--- src/rtl/lfb_pkg.sv ---
// Shared types and constants for the load forwarding buffer.
//   REG_AW      : register address width
//   LFB_XLEN    : data width the entry type is built for
//   lfb_entry_t : one buffered load {valid, addr, data}
package lfb_pkg;

  localparam int unsigned REG_AW   = 5;
  localparam int unsigned LFB_XLEN = 32;

  typedef struct packed {
    logic                valid;
    logic [REG_AW-1:0]   addr;
    logic [LFB_XLEN-1:0] data;
  } lfb_entry_t;

endpackage

--- src/rtl/load_fwd_buffer_if.sv ---
// Bus bundle for load_fwd_buffer.
//   master : pipeline side; drives stall/flush/write/kill/lookup addresses
//   slave  : buffer side; returns lookup results, oldest entry and count
interface load_fwd_buffer_if
  import lfb_pkg::*;
#(
  parameter int unsigned DEPTH = 2,
  parameter int unsigned XLEN  = LFB_XLEN,
  parameter int unsigned NREAD = 2
);
  localparam int unsigned CntW = $clog2(DEPTH + 1);

  logic                           stall;
  logic                           flush;
  logic                           wr_en;
  logic [REG_AW-1:0]              wr_addr;
  logic [XLEN-1:0]                wr_data;
  logic                           kill_en;
  logic [REG_AW-1:0]              kill_addr;
  logic [NREAD-1:0][REG_AW-1:0]   lk_addr;
  logic [NREAD-1:0]               lk_hit;
  logic [NREAD-1:0][XLEN-1:0]     lk_data;
  logic                           old_valid;
  logic [REG_AW-1:0]              old_addr;
  logic [XLEN-1:0]                old_data;
  logic [CntW-1:0]                count;

  modport master (
    output stall, flush, wr_en, wr_addr, wr_data, kill_en, kill_addr, lk_addr,
    input  lk_hit, lk_data, old_valid, old_addr, old_data, count
  );

  modport slave (
    input  stall, flush, wr_en, wr_addr, wr_data, kill_en, kill_addr, lk_addr,
    output lk_hit, lk_data, old_valid, old_addr, old_data, count
  );

endinterface

--- src/rtl/lfb_match.sv ---
// Youngest-first priority match of one lookup address over the buffered entries.
//   ent_i  : entries, index 0 youngest
//   byp_i  : same-cycle incoming write (valid only when bypass is allowed)
//   addr_i : lookup register; x0 never hits
//   hit_o  : some valid entry (or the bypass) matched
//   data_o : data of the youngest match, 0 on miss
module lfb_match
  import lfb_pkg::*;
#(
  parameter int unsigned DEPTH = 2
) (
  input  lfb_entry_t [DEPTH-1:0] ent_i,
  input  lfb_entry_t             byp_i,
  input  logic [REG_AW-1:0]      addr_i,
  output logic                   hit_o,
  output logic [LFB_XLEN-1:0]    data_o
);

  always_comb begin
    hit_o  = 1'b0;
    data_o = '0;
    if (addr_i != '0) begin
      // Walk oldest to youngest so the last write left standing is the youngest match.
      for (int i = int'(DEPTH) - 1; i >= 0; i--) begin
        if (ent_i[i].valid && ent_i[i].addr == addr_i) begin
          hit_o  = 1'b1;
          data_o = ent_i[i].data;
        end
      end
      if (byp_i.valid && byp_i.addr == addr_i) begin
        hit_o  = 1'b1;
        data_o = byp_i.data;
      end
    end
  end

endmodule

--- src/rtl/load_fwd_buffer.sv ---
// DEPTH-entry age-ordered buffer of recent load results with NREAD forwarding lookups.
//   clk, reset : clock; asynchronous active-high reset
//   bus        : slave side of load_fwd_buffer_if (stall/flush/write/kill/lookup in,
//                lk_hit/lk_data/old_*/count out)
// Optional build macro LFB_BYPASS_EN: lookups also see the incoming write in the same cycle.
// XLEN must equal lfb_pkg::LFB_XLEN since entries use the package entry type.
module load_fwd_buffer
  import lfb_pkg::*;
#(
  parameter int unsigned DEPTH = 2,
  parameter int unsigned XLEN  = LFB_XLEN,
  parameter int unsigned NREAD = 2
) (
  input logic                clk,
  input logic                reset,
  load_fwd_buffer_if.slave   bus
);

  localparam int unsigned CntW = $clog2(DEPTH + 1);

  lfb_entry_t [DEPTH-1:0] ent_q, ent_d;
  logic [CntW-1:0]        count_q, count_d;
  lfb_entry_t             byp;
  logic [NREAD-1:0]       lk_hit;
  logic [NREAD-1:0][XLEN-1:0] lk_data;

  always_comb begin
    ent_d   = ent_q;
    count_d = '0;
    if (bus.flush) begin
      for (int i = 0; i < int'(DEPTH); i++) ent_d[i].valid = 1'b0;
    end else begin
      if (!bus.stall) begin
        for (int i = int'(DEPTH) - 1; i >= 1; i--) ent_d[i] = ent_q[i-1];
        ent_d[0].valid = bus.wr_en && (bus.wr_addr != '0);
        ent_d[0].addr  = bus.wr_addr;
        ent_d[0].data  = bus.wr_data;
      end
      // Kill applies after the shift so it also covers the entry captured this edge.
      if (bus.kill_en && bus.kill_addr != '0) begin
        for (int i = 0; i < int'(DEPTH); i++) begin
          if (ent_d[i].addr == bus.kill_addr) ent_d[i].valid = 1'b0;
        end
      end
    end
    for (int i = 0; i < int'(DEPTH); i++) count_d = count_d + CntW'(ent_d[i].valid);
  end

  always_ff @(posedge clk or posedge reset) begin
    if (reset) begin
      ent_q   <= '0;
      count_q <= '0;
    end else begin
      ent_q   <= ent_d;
      count_q <= count_d;
    end
  end

  always_comb begin
    byp = '0;
`ifdef LFB_BYPASS_EN
    byp.valid = bus.wr_en && (bus.wr_addr != '0) && !bus.flush &&
                !(bus.kill_en && bus.kill_addr == bus.wr_addr);
    byp.addr  = bus.wr_addr;
    byp.data  = bus.wr_data;
`endif
  end

  for (genvar p = 0; p < int'(NREAD); p++) begin : g_port
    lfb_match #(
      .DEPTH (DEPTH)
    ) u_match (
      .ent_i  (ent_q),
      .byp_i  (byp),
      .addr_i (bus.lk_addr[p]),
      .hit_o  (lk_hit[p]),
      .data_o (lk_data[p])
    );
  end

  assign bus.lk_hit    = lk_hit;
  assign bus.lk_data   = lk_data;
  assign bus.old_valid = ent_q[DEPTH-1].valid;
  assign bus.old_addr  = ent_q[DEPTH-1].valid ? ent_q[DEPTH-1].addr : '0;
  assign bus.old_data  = ent_q[DEPTH-1].valid ? ent_q[DEPTH-1].data : '0;
  assign bus.count     = count_q;

endmodule

--- src/flat_wrapper.sv ---
// flat-port wrapper written by rule: the top's interface ports become plain ports
module load_fwd_buffer_flat import lfb_pkg::*;
#(
  parameter int unsigned DEPTH = 2,
  parameter int unsigned XLEN  = LFB_XLEN,
  parameter int unsigned NREAD = 2
)
  (clk, reset, bus_stall, bus_flush, bus_wr_en, bus_wr_addr, bus_wr_data, bus_kill_en, bus_kill_addr, bus_lk_addr, bus_lk_hit, bus_lk_data, bus_old_valid, bus_old_addr, bus_old_data, bus_count);
  load_fwd_buffer_if #(.DEPTH(DEPTH), .XLEN(XLEN), .NREAD(NREAD)) bus_i ();
  input logic clk;
  input logic reset;
  input wire logic [$bits(bus_i.stall)-1:0] bus_stall;
  input wire logic [$bits(bus_i.flush)-1:0] bus_flush;
  input wire logic [$bits(bus_i.wr_en)-1:0] bus_wr_en;
  input wire logic [$bits(bus_i.wr_addr)-1:0] bus_wr_addr;
  input wire logic [$bits(bus_i.wr_data)-1:0] bus_wr_data;
  input wire logic [$bits(bus_i.kill_en)-1:0] bus_kill_en;
  input wire logic [$bits(bus_i.kill_addr)-1:0] bus_kill_addr;
  input wire logic [$bits(bus_i.lk_addr)-1:0] bus_lk_addr;
  output wire logic [$bits(bus_i.lk_hit)-1:0] bus_lk_hit;
  output wire logic [$bits(bus_i.lk_data)-1:0] bus_lk_data;
  output wire logic [$bits(bus_i.old_valid)-1:0] bus_old_valid;
  output wire logic [$bits(bus_i.old_addr)-1:0] bus_old_addr;
  output wire logic [$bits(bus_i.old_data)-1:0] bus_old_data;
  output wire logic [$bits(bus_i.count)-1:0] bus_count;
  assign bus_i.stall = bus_stall;
  assign bus_i.flush = bus_flush;
  assign bus_i.wr_en = bus_wr_en;
  assign bus_i.wr_addr = bus_wr_addr;
  assign bus_i.wr_data = bus_wr_data;
  assign bus_i.kill_en = bus_kill_en;
  assign bus_i.kill_addr = bus_kill_addr;
  assign bus_i.lk_addr = bus_lk_addr;
  assign bus_lk_hit = bus_i.lk_hit;
  assign bus_lk_data = bus_i.lk_data;
  assign bus_old_valid = bus_i.old_valid;
  assign bus_old_addr = bus_i.old_addr;
  assign bus_old_data = bus_i.old_data;
  assign bus_count = bus_i.count;
  load_fwd_buffer #(.DEPTH(DEPTH), .XLEN(XLEN), .NREAD(NREAD)) u_core (.clk(clk), .reset(reset), .bus(bus_i));
endmodule
--- config.mk ---
export PLATFORM = sky130hd
export DESIGN_NAME = load_fwd_buffer_flat
export DESIGN_NICKNAME = d
export VERILOG_FILES = /design/src/rtl/lfb_pkg.sv /design/src/rtl/load_fwd_buffer_if.sv /design/src/rtl/lfb_match.sv /design/src/rtl/load_fwd_buffer.sv /design/src/flat_wrapper.sv
export SDC_FILE = /design/constraint.sdc
export NUM_CORES = 1
export LEC_CHECK = 0
export ABC_AREA = 1
export BUFFER_PORTS_ARGS = -buffer_cell sky130_fd_sc_hd__buf_2
export CORE_MARGIN = 5
export CORE_UTILIZATION = 35
export CTS_CLUSTER_DIAMETER = 40
export DETAILED_ROUTE_END_ITERATION = 10
export PLACE_DENSITY_LB_ADDON = 0.25
export SLEW_MARGIN = 5
export SYNTH_ARGS = -nofsm -noshare
export SYNTH_HDL_FRONTEND = slang
export SYNTH_HIERARCHICAL = 1
export SYNTH_SLANG_ARGS = --single-unit
--- constraint.sdc ---
create_clock -name clk -period 3.3 [get_ports clk]
set_clock_uncertainty 0.2 [all_clocks]
set_input_delay 0.33 -clock clk [delete_from_list [all_inputs] [get_ports clk]]
set_output_delay 0.33 -clock clk [all_outputs]
set_load 0.02 [all_outputs]
==> PnR_summary.wiki <==
{| class="wikitable"
! Metric !! Value
|-
| End of the worst register-to-register path || u_core/bus.count[0]
|-
| Yosys top cell by area || dfrtp_1
|-
| Net switching component of the power || approximately 0.0012 W
|-
| Share of cells above drive strength 1 || 0.194
|-
| Biggest area contributors in the synthesized netlist || dfrtp_1, nand2_1, nor2_1
|-
| Wire length of the first global-routing pass || between 30,000 and 40,000 um
|-
| Growth of design area from synthesis to finish || 22.6%
|-
| Switching share of power || 0.364
|-
| Final worst hold slack || between 0.01 and 0.015 ns
|-
| Yosys Warn Count || 6
|-
| Slew at the pin closest to its max-slew limit || roughly 1.3 ns
|-
| Highest ir drop seen on vdd || ~0.00025 V
|-
| Sequential power share || 0.401
|-
| Hold_sp || bus_wr_data[14]
|-
| Area share of the leading cell type in the synthesized netlist || 0.300
|-
| Antenna violations before repair || 0
|-
| Number of hold violations in the final report || 0
|-
| Critical Path Source || u_core/ent_q[72]
|-
| Number of different library cells in the post-synthesis netlist || 30
|-
| Number of levels the H-tree was split into || 3
|-
| Core Box Area || roughly 0.018 mm^2
|-
| Setup bufs post-CTS || 0
|-
| Clock-pin slew reported for the worst setup and hold paths after clock tree synthesis || ~0.060 ns
|-
| Num Clock Sinks || around 80
|-
| FF-to-FF path depth || 9
|-
| Minimum setup slack among reg-to-reg paths || 1.59 ns
|-
| Number of instances in the synthesized netlist || between 1,000 and 1,500
|-
| Clock power share || 0.319
|-
| Grt total ovfl || 0
|-
| Endpoint class of the critical path || output port
|-
| Endpoint required time on the critical path || around 2.8 ns
|-
| Post-cts gate resize count || 0
|-
| Total setup violations reported at the end of the flow || 0
|-
| Data arrival, critical path || roughly 2.5 ns
|-
| Number of buffers created by CTS || 9
|-
| Post-synthesis share of cell area spent on full adders, half adders and majority gates || 0.00192
|-
| Maximum count of clock buffers along a single path || 2
|-
| Outcome || finished, final reports clean
|-
| Total routing usage reported by global routing || 0.201
|-
| Multiplexer area fraction after synthesis || 0.0312
|-
| Complex-gate fraction of the synthesized area || 0.101
|-
| Initial cell density of the core || 0.358
|-
| Number of design rule violations left after detail routing || 0
|-
| Synth Cell Area || roughly 0.0065 mm^2
|-
| Chip height || about 150 um
|-
| Leak || a little under 5 nW
|-
| Relative contribution of combinational cells to total power || 0.280
|-
| Hold Crit Endpoint || u_core/ent_q[14]
|-
| Top-level I/O count || around 160
|-
| Number of hold-repair buffers added at the cts stage || 11
|-
| Sequential share of the synthesized area || 0.300
|-
| Pin count of the biggest net entering global routing || 126
|-
| Startpoint-to-endpoint class of the critical path || reg -> out
|-
| Count of inserted antenna diode cells || 0
|-
| Remaining number of nets flagged by the antenna check after routing || 0
|-
| Power per cell area || slightly above 400 mW/mm^2
|-
| Launching point of the worst reg2reg path || u_core/ent_q[36]
|-
| Chip Width || 146 um
|-
| Combinational family with the most area after synthesis || simple AND/OR/NAND/NOR gates
|-
| Commonest non-fill, non-tap cell in the layout || nand2_1
|-
| Hpwl dp || roughly 15,000 um
|-
| Count of state elements after synthesis || between 70 and 80
|-
| Hold crit path type || in -> reg
|-
| Total Power Consumption || 0.00321 W
|-
| Min Clock Period, post-route || between 2 and 3 ns
|-
| First-pass iteration count of the detailed router || 5
|-
| Worst Hold Depth || 3
|-
| Root buffer cell || clkbuf_16
|-
| Maximum capacitance violations || 0
|-
| Slew margin rel. || 0.120
|-
| TritonCTS clock tree || done
|-
| Synthesized area divided by synthesized cell count || approximately 6.2 um^2
|-
| Via Count || 7,098
|-
| Fin crit share || 0.904
|-
| Number of I/O port buffers || between 150 and 200
|-
| Crit-path max FO || 17
|-
| Final #Nets || about 1,300
|-
| Initial DRC count || 506
|-
| Final Max Slew Viols || 0
|-
| Design internal power || approximately 0.002 W
|-
| Number of global-route vias before repair || roughly 6,700
|-
| Highest-count cells in the layout ignoring fill and taps || nand2_1, nor2_1, buf_2
|-
| Routed length per placed instance || around 14 um
|-
| XOR/XNOR share of the synthesized area || 0.0108
|-
| Setup repair after global routing missed its margin || no
|-
| Total die area || about 0.021 mm^2
|-
| Drt via density || between 4 and 5
|-
| Post-Route WL || about 22,000 um
|-
| Clock latency on the worst-skew pair || roughly 0.34 ns
|-
| Area share of and/or/nand/nor cells after synthesis || 0.420
|-
| Number of standard-cell rows in the floorplan || 49
|-
| Critical Path Source Type || register
|-
| Highest Clock Rate || 0.335 GHz
|-
| Routability congestion estimate || 0.839
|-
| Post-Route Setup TNS || 0 ns
|}
-- how the worst max path moves through the flow --
stage                                to  slack [ns]
floorplan           u_core/bus.count[0]        0.77
global placement        bus_lk_data[51]        0.70
detailed placement      bus_lk_data[51]        0.68
CTS                     bus_lk_data[51]        0.33
global route            bus_lk_data[54]        0.16
finish                  bus_lk_data[51]        0.32
-- cells by family after synthesis --
kind of cell	after synthesis
multiplexers	18
AO/OA/AOI/OAI	130
buffers and inverters	175
adder cells (fa/ha/maj)	1
XOR/XNOR	8
AND/OR/NAND/NOR	639
flip-flops	78
other	1
-- power groups by stage --
stage,clock network [W],registers [W],logic [W]
3_5_place_dp,0,0.00130,0.000885
4_1_cts,0.00106,0.00129,0.000898
3_3_place_gp,0,0.00130,0.000871
5_1_grt,0.00109,0.00131,0.00102
6_report,0.00102,0.00129,0.000901
2_1_floorplan,0,0.00124,0.000663
-- routing by layer --
layer / track usage / wire (um)
met3: 0.0400 / 1280
met4: 0.0475 / 168
met2: 0.340 / 10300
met1: 0.266 / 9840
met5: 0 / 0
-- area by class of cell --
type / count / area, um^2
clock buffers: 13 / 260
clock inverters: 3 / 42.5
fillers: 1942 / 10200
inverters: 105 / 395
multi-input cells: 876 / 3970
flip-flops and latches: 78 / 1950
well taps: 229 / 287
repair buffers: 189 / 1060
-- critical path, stage by stage, from the launching register on --
cell and delay [ns]:
dfrtp_1 0.48, xor2_1 0.20, nor2_1 0.12, nand3_2 0.39, buf_4 0.39, nor2_1 0.12, nor2_1 0.05, nor2_1 0.16
buf_2 0.20
-- registers in the layout, summed over array words and instances, names as in the netlist --
signal,cells
u_core/ent_q,75
u_core/bus.count,2
u_core/bus.old_valid,1
-- synthesized netlist by cell type --
library cell,n
xor2_1,8
conb_1,1
inv_1,98
nor2_2,8
nand3_2,4
buf_4,8
nor3_2,2
nor3_1,2
buf_1,3
clkbuf_2,2
nand3_1,21
buf_6,17
nand3_4,2
buf_8,2
inv_2,7
a211oi_1,1
o31ai_1,1
dfrtp_1,78
nor2_4,7
buf_2,29
o21ai_1,10
nand2_1,285
ha_1,1
a21oi_1,26
nand2_2,3
clkbuf_1,9
nor2_1,241
o21ai_0,92
nand4_1,64
mux2_2,18
-- per-stage QoR --
| stage | area [um^2] | util | setup WS, ns | std cells |
|---|---|---|---|---|
| 2_1_floorplan | 6800 | - | 0.775 | 1129 |
| 3_3_place_gp | 7560 | 0.417 | 0.699 | 1466 |
| 3_5_place_dp | 7560 | 0.417 | 0.682 | 1466 |
| 4_1_cts | 7980 | 0.439 | 0.329 | 1493 |
| 5_1_grt | 7980 | 0.439 | 0.160 | 1493 |
| 6_report | 7980 | 0.439 | 0.318 | 1493 |
(Power assumes the default switching activity.)
